[config.mk]
export PLATFORM = sky130hd
export DESIGN_NAME = tx_char_queue
export DESIGN_NICKNAME = d
export VERILOG_FILES = /design/src/rtl/tx_char_queue.sv
export SDC_FILE = /design/constraint.sdc
export NUM_CORES = 1
export LEC_CHECK = 0
export CAP_MARGIN = 10
export CORE_AREA = 5 5 130 132
export DETAILED_ROUTE_END_ITERATION = 12
export DIE_AREA = 0 0 135 137
export GPL_TIMING_DRIVEN = 0
export PLACE_DENSITY = 0.6
export SLEW_MARGIN = 30
export SYNTH_ARGS = -nofsm -noshare
export SYNTH_HDL_FRONTEND = slang
export SYNTH_SLANG_ARGS = --single-unit
[constraint.sdc]
create_clock -name CLOCK_50 -period 6.45 [get_ports CLOCK_50]
set_input_delay 0.9675 -clock CLOCK_50 [delete_from_list [all_inputs] [get_ports CLOCK_50]]
set_output_delay 0.9675 -clock CLOCK_50 [all_outputs]
set_load 0.02 [all_outputs]
[src/rtl/tx_char_queue.sv]
// Character FIFO feeding the serial communication block: each queued character is
// presented on parallelDataOut with a load/transEn handshake, and the queue advances when charSent rises.
module tx_char_queue #(
  parameter int DEPTH       = 16,
  parameter int ADDR_W      = 4,
  parameter int LOAD_CYCLES = 16,
  parameter int GAP_CYCLES  = 5
) (
  input  logic              CLOCK_50,
  input  logic              reset,
  input  logic [7:0]        wrData,
  input  logic              wrEn,
  input  logic              charSent,
  output logic [7:0]        parallelDataOut,
  output logic              load,
  output logic              transEn,
  output logic              full,
  output logic              empty,
  output logic [ADDR_W:0]   count,
  output logic              overflow,
  output logic              busy
);

  localparam int CNT_W = $clog2((LOAD_CYCLES > GAP_CYCLES) ? LOAD_CYCLES : GAP_CYCLES) + 1;
  localparam logic [CNT_W-1:0] LOAD_LAST = CNT_W'(LOAD_CYCLES - 1);
  localparam logic [CNT_W-1:0] GAP_LAST  = CNT_W'(GAP_CYCLES - 1);

  typedef enum logic [1:0] {IDLE, LOAD, WAIT, GAP} state_t;

  state_t            state_reg, state_next;
  logic [7:0]        mem [DEPTH];
  logic [ADDR_W-1:0] wr_ptr_reg, rd_ptr_reg;
  logic [ADDR_W:0]   count_reg;
  logic [7:0]        data_reg, data_next;
  logic              load_reg, load_next;
  logic              trans_reg, trans_next;
  logic [CNT_W-1:0]  load_cnt_reg, load_cnt_next;
  logic [CNT_W-1:0]  gap_cnt_reg, gap_cnt_next;
  logic              char_sent_d_reg;
  logic              overflow_reg;
  logic              sent_edge;
  logic              pop;
  logic              push;

  assign sent_edge = charSent & ~char_sent_d_reg;
  assign full      = (count_reg == (ADDR_W+1)'(DEPTH));
  assign empty     = (count_reg == '0);
  assign count     = count_reg;
  // A pop frees the head slot in the same cycle, so a write into a full queue still lands.
  assign push      = wrEn & (~full | pop);

  assign parallelDataOut = data_reg;
  assign load            = load_reg;
  assign transEn         = trans_reg;
  assign overflow        = overflow_reg;
  assign busy            = (state_reg != IDLE);

  always_ff @(posedge CLOCK_50) begin
    if (push) mem[wr_ptr_reg] <= wrData;
  end

  always_ff @(posedge CLOCK_50) begin
    if (reset) begin
      wr_ptr_reg      <= '0;
      rd_ptr_reg      <= '0;
      count_reg       <= '0;
      overflow_reg    <= 1'b0;
      char_sent_d_reg <= 1'b0;
    end else begin
      char_sent_d_reg <= charSent;
      if (push) wr_ptr_reg <= wr_ptr_reg + 1'b1;
      if (pop)  rd_ptr_reg <= rd_ptr_reg + 1'b1;
      if (wrEn && !push) overflow_reg <= 1'b1;
      case ({push, pop})
        2'b10:   count_reg <= count_reg + (ADDR_W+1)'(1);
        2'b01:   count_reg <= count_reg - (ADDR_W+1)'(1);
        default: count_reg <= count_reg;
      endcase
    end
  end

  always_ff @(posedge CLOCK_50) begin
    if (reset) begin
      state_reg    <= IDLE;
      data_reg     <= 8'h00;
      load_reg     <= 1'b0;
      trans_reg    <= 1'b0;
      load_cnt_reg <= '0;
      gap_cnt_reg  <= '0;
    end else begin
      state_reg    <= state_next;
      data_reg     <= data_next;
      load_reg     <= load_next;
      trans_reg    <= trans_next;
      load_cnt_reg <= load_cnt_next;
      gap_cnt_reg  <= gap_cnt_next;
    end
  end

  always_comb begin
    state_next    = state_reg;
    data_next     = data_reg;
    load_next     = load_reg;
    trans_next    = trans_reg;
    load_cnt_next = load_cnt_reg;
    gap_cnt_next  = gap_cnt_reg;
    pop           = 1'b0;
    case (state_reg)
      IDLE: begin
        if (!empty) begin
          state_next    = LOAD;
          data_next     = mem[rd_ptr_reg];
          load_next     = 1'b1;
          trans_next    = 1'b1;
          load_cnt_next = '0;
        end
      end
      LOAD: begin
        if (load_cnt_reg == LOAD_LAST) begin
          state_next = WAIT;
          load_next  = 1'b0;
        end else begin
          load_cnt_next = load_cnt_reg + 1'b1;
        end
      end
      WAIT: begin
        // The head stays queued until the communication block confirms it left.
        if (sent_edge) begin
          state_next   = GAP;
          trans_next   = 1'b0;
          pop          = 1'b1;
          gap_cnt_next = '0;
        end
      end
      GAP: begin
        if (gap_cnt_reg == GAP_LAST) state_next = IDLE;
        else gap_cnt_next = gap_cnt_reg + 1'b1;
      end
      default: state_next = IDLE;
    endcase
  end

endmodule

# Word level (Yosys, flattened, before mapping)
# Memories as Yosys holds them, arrays and structs flattened. A register that Yosys moved wholly into a read port is not among the register bits.
# Index checks and enable logic that the tools add are counted.
[classes] eq_ne=14 addsub=6 n_bitwise=6 mux=21 reduce_logical=15
[op_table] op="$pmux W5 S2" n=3
[op_table] op="$mux W5" n=4
[op_table] op="$add A5 B1 Y5 const B" n=3
[op_table] op="$ne A2 B2 Y1 const B" n=6
[op_table] op="$reduce_and A3 Y1" n=4
[op_table] op="$reduce_bool A2 Y1" n=5
[op_table] op="$add A4 B1 Y4 const B" n=2
[op_table] op="$mux W2" n=4
[op_table] op="$pmux W2 S4" n=1
[op_table] op="$mux W1" n=7
[op_table] op="$eq A2 B2 Y1 const B" n=3
[op_table] op="$eq A5 B3 Y1 const B" n=1
[op_table] op="$eq A5 B4 Y1 const B" n=1
[op_table] op="$eq A5 B5 Y1 const B" n=1
[op_table] op="$logic_not A5 Y1" n=1
[op_table] op="$sub A5 B1 Y5 const B" n=1
[op_table] op="$eq A2 B1 Y1 const B" n=2
[op_table] op="$pmux W1 S2" n=2
[op_table] op="$reduce_and A4 Y1" n=1
[op_table] op="$not A1 Y1" n=3
[op_table] op="$and A1 B1 Y1" n=2
[op_table] op="$logic_not A2 Y1" n=1
[op_table] op="$reduce_and A2 Y1" n=1
[op_table] op="$logic_and A1 B1 Y1" n=1
[op_table] op="other kinds (2)" n=2
[totals] wordCells=73 mem_count=1 ff_bits=29 out_inout_bits=19 inputBits=12 mem_bits_rw=128
[memory_table] memory="mem" depth=16 word_bits=8 rd=1 rd_ports_with_merged_regs=1 write_ports=1 line="31" rtl="logic [7:0] mem [DEPTH];"

# Depth between registers and ports, before layout
[depth] word_depth=8 depth_mapped=11 depth_no_buf=10

# Least setup slack after synthesis
# OpenSTA, ideal clock, no wires.
[synth_path] path_kind="input -> register" start="in charSent" end="reg count_reg[4], in the netlist count[4]" path_stages=9 path_slack_ps=3548 arrival_time_ps=2779 setup_ps=123 path_buffers=1 cell_sequence="and3b_1 -> buf_2 -> nand2_1 -> inv_1 -> fa_1 -> a21o_1 -> a21oi_1 -> mux2i_1 -> mux2_1"
[synth_between] elab_chain_len=7 elab_cells_between_ends=9
[synth_rtl] element="from (decl)" line="13" rtl="input logic charSent,"
[synth_rtl] element="$and A1 B1 Y1 (*)" line="45" rtl="assign sent_edge = charSent & ~char_sent_d_reg;"
[synth_rtl] element="$mux W1 (*)" line="128" rtl="if (sent_edge) begin"
[synth_rtl] element="$mux W1 (*)" line="108" rtl="case (state_reg)"
[synth_rtl] element="$or A1 B1 Y1" line="50" rtl="assign push = wrEn & (~full | pop);"
[synth_rtl] element="$and A1 B1 Y1" line="50"
[synth_rtl] element="$eq A2 B1 Y1 or $eq A2 B2 Y1 (tied branches)" line="74" rtl="case ({push, pop})"
[synth_rtl] element="$pmux W5 S2 or $reduce_bool A2 Y1 (tied branches)"
[synth_rtl] element="to (signal assigned)" line="75" rtl="2'b10: count_reg <= count_reg + (ADDR_W+1)'(1);"
[synth_rtl] element="to (signal assigned)" line="76" rtl="2'b01: count_reg <= count_reg - (ADDR_W+1)'(1);"
[synth_rtl] element="to (signal assigned)" line="77" rtl="default: count_reg <= count_reg;"
[synth_rtl] element="to (decl)" line="33" rtl="logic [ADDR_W:0] count_reg;"
# Every way passes the cells marked *; elsewhere a longest branch is shown, timed or not.
# A chain may end at the register's enable or synchronous reset.

# Final worst setup path
# Same ends and word-level chain as after synthesis.

==> metrics.md <==
| Metric | Value |
|---|---|
| Reg2reg setup slack | 3.45 ns |
| Ys Warns | 0 |
| DR vias | around 4,100 |
| Top reg by flops | mem |
| Placed cells | 708 |
| Crit path time final | 3.26 ns |
| Root buffer cell | clkbuf_16 |
| Buf+Inv Stages, Crit Path | 3 |
| Share of layout cells above drive strength 1 | approximately an eighth |
| Final #Nets | 540 |
| Max FO, Critical Path | 9 |
| Drt via density | 5.48 |
| Max Slew Vio Count | 0 |
| Initial Util | 43.7% |
| Max-cap violations | 0 |
| Core box area | 15,600 um^2 |
| Post-CTS Hold Buffers | 0 |
| Max Clk Rate | 0.307 GHz |
| Worst setup SP type | input pin |
| Post-Syn Area | 6820 um^2 |
| Measured slew at the worst slew-check pin | 1.00 ns |
| Sequential fraction of the synthesis area | 67.2% |
| Max FFs per register | 128 |
| Status | complete, no violations |
| Input/output buffers | 29 |
| Skew final | 0.00639 ns |
| Setup crit end kind | flop |
| Final hold vios | 0 |
| Power per cell area | 334 nW/um^2 |
| Most frequent cells in the layout | 128 x edfxtp_1, 37 x mux2i_1, 37 x dfxtp_1, 29 x clkdlybuf4s50_1, 28 x nor2_1 |
| Area growth from synthesis to layout | 16.6% |
| Largest net degree at the start of global routing | 17 |
| Ant. Diodes | 0 |
| Min-delay src | load$_SDFFE_PP0P_ |
| Wire per inst | roughly 20 um |
| Final hold slack | between 0.4 and 0.5 ns |
| Synth Net Count | slightly below 500 |
| # DRC | 0 |
| Cell Chain, Critical Path | clkdlybuf4s50_1 > and3b_1 > buf_2 > nand2_1 > inv_1 > ha_1 > a21o_1 > a21oi_1 > mux2i_1 > mux2_1 |
| Critical path class | in -> reg |
| Initial antenna violation count | 0 |
| Clock buffer depth | 2 |
| Clk_lat worst skew | 0.42 ns |
| RR Startpoint | state_reg[0]$_SDFFE_PP0P_ |
| Routed WL | ~15,000 um |
| Synth unique cells | 51 |
| GP Congestion | 0.800 |
| Slew margin rel. | around 33% |
| Die area | 18,500 um^2 |
| Worst vdd ir | roughly 0.23 mV |
| TritonCTS Sinks | 165 |
| Top cell family by delay on the critical path | buffers and inverters |
| Post-DP HPWL | 9880 um |
| Die Height | between 100 and 150 um |
| H-tree levels | 4 |
| Crit share post-route | around 51% |
| Mapped Cells | 463 |
| Reg area | ~4600 um^2 |
| Hold crit path type | reg -> reg |
| Critical path arrival | 3.57 ns |
| TritonCTS Buffers | 17 |
| Setup crit start | charSent |
| CP max stage delay | 0.51 ns |
| GRT Util Overall | 17.0% |
| DRT antenna net count | 0 |
| I/O Pins | 31 |
| Primary FF master, synth | edfxtp_1 |
| Number of synthesized register bits | 165 |
| Cell row count | 46 |
| Commonest non-fill, non-tap cell in the layout | edfxtp_1 |
| Clk pin slew, worst setup/hold paths | 0.06 ns |
| CTS tree | built |
| Setup Fix Bufs, Post-CTS | 0 |
| Mean Syn Cell Area | 14.7 um^2 |
| Async set or reset register ratio after synthesis | 0% |
| Layout Cells excl Fill | 739 |
| Chip width | 135 um |
| Worst Path Required | 6.76 ns |
| P_leak | 2.56 nW |
| Fin Setup TNS | 0 ns |
| FILL cells | 1,306 |
| Global route total overflow | 0 |
| RSZ-0062 raised after global routing | no |
| DRT Pass-1 Iters | 5 |
| Post-CTS sizing | 0 |
| First-pass GRT wire length | 22,900 um |
| Crit path max-delay cell type | clkdlybuf4s50_1 |
| Multi-input logic area | 2100 um^2 |
| Post-synth EDFFs | between 100 and 150 |
| Initial DRC Count | about 350 |
| Number of global-route vias before repair | about 4,000 |
| # setup viols final | 0 |
[worst register-to-register path, cell delays in order (launching register included)]
cell	delay, ns
dfxtp_1	0.39
inv_1	0.08
ha_1	0.30
and3b_1	0.21
buf_2	0.19
nand2_1	0.18
inv_1	0.17
fa_1	0.45
a21o_1	0.19
a21oi_1	0.17
mux2i_1	0.23
mux2_1	0.34
[metrics by stage]
| stage | area [um^2] | util [%] | power (W) | setup WS, ns |
|---|---|---|---|---|
| global placement | 7380 | 47.3 | 0.00172 | 2.54 |
| floorplan | 6820 | - | 0.00154 | 3.55 |
| global route | 7960 | 51.0 | 0.00276 | 2.98 |
| finish | 7960 | 51.0 | 0.00266 | 3.19 |
| CTS | 7960 | 51.0 | 0.00267 | 3.18 |
| detailed placement | 7410 | 47.5 | 0.00174 | 2.75 |
[power by group]
group / switching (W) / total (W) / internal (W)
clock: 0.000420 / 0.000937 / 0.000517
combinational: 0.000289 / 0.000479 / 0.000190
sequential: 0.0000397 / 0.00124 / 0.00120
total: 0.000748 / 0.00266 / 0.00191
[metal layers]
layer | up-vias | wire (um) | global-route usage, %
met5 | - | 0 | 0
met4 | 0 | 136 | 4.31
met3 | 15 | 917 | 4.34
met2 | 102 | 7110 | 27.7
met1 | 2047 | 6800 | 22.9
li1 | 1886 | - | -
[cells by family (layout without fill, tap and decap cells)]
group | count (synthesis) | after routing | synth area share [%]
mux | 54 | 54 | 10.9
xor+xnor | 8 | 8 | 1.03
buf+inv | 38 | 98 | 2.38
simple gates | 95 | 95 | 7.13
compound gates | 86 | 86 | 8.16
fa+ha+maj | 17 | 17 | 3.23
flops | 165 | 165 | 67.2
[worst paths after layout]
| check | end | cells after the start |
|---|---|---|
| setup / recovery | count[4]$_SDFFE_PP0P_ | 10 |
| hold / removal | load$_SDFFE_PP0P_ | 2 |
| setup reg to reg | count[4]$_SDFFE_PP0P_ | 11 |
| hold reg to reg | load$_SDFFE_PP0P_ | 2 |
[area by class of cell]
type                    instances  share of cell area (%)
flip-flops and latches        165                    57.6
multi-input cells             260                    26.4
clock buffers                  19                    5.69
repair buffers                 29                    3.65
well taps                     216                    3.40
plain buffers                  23                    1.34
clock inverters                12                    1.19
inverters                      15                   0.708
[synthesized netlist by cell type, types with 2 or more instances]
library cell | count | share of area [%]
o22ai_1 | 16 | 1.5
nand2b_1 | 7 | 0.64
dfxtp_1 | 37 | 11
mux4_2 | 16 | 5.3
clkbuf_1 | 12 | 0.66
a31oi_1 | 2 | 0.18
o31ai_1 | 2 | 0.22
or4_1 | 4 | 0.44
a21boi_0 | 4 | 0.44
nand2_1 | 11 | 0.61
nor2_1 | 28 | 1.5
inv_1 | 15 | 0.83
nand3_1 | 7 | 0.51
ha_1 | 16 | 2.9
edfxtp_1 | 128 | 56
or3_1 | 3 | 0.28
nor3_1 | 18 | 1.3
xnor2_1 | 3 | 0.39
mux2i_1 | 37 | 5.4
nor2b_1 | 5 | 0.46
a22oi_1 | 10 | 1.1
xor2_1 | 5 | 0.64
buf_2 | 6 | 0.44
o21ai_0 | 19 | 1.4
nand3b_1 | 2 | 0.22
a21oi_1 | 23 | 1.7
buf_1 | 2 | 0.11
nand4_1 | 2 | 0.18
Note: power is estimated with default switching activity, not from simulation.
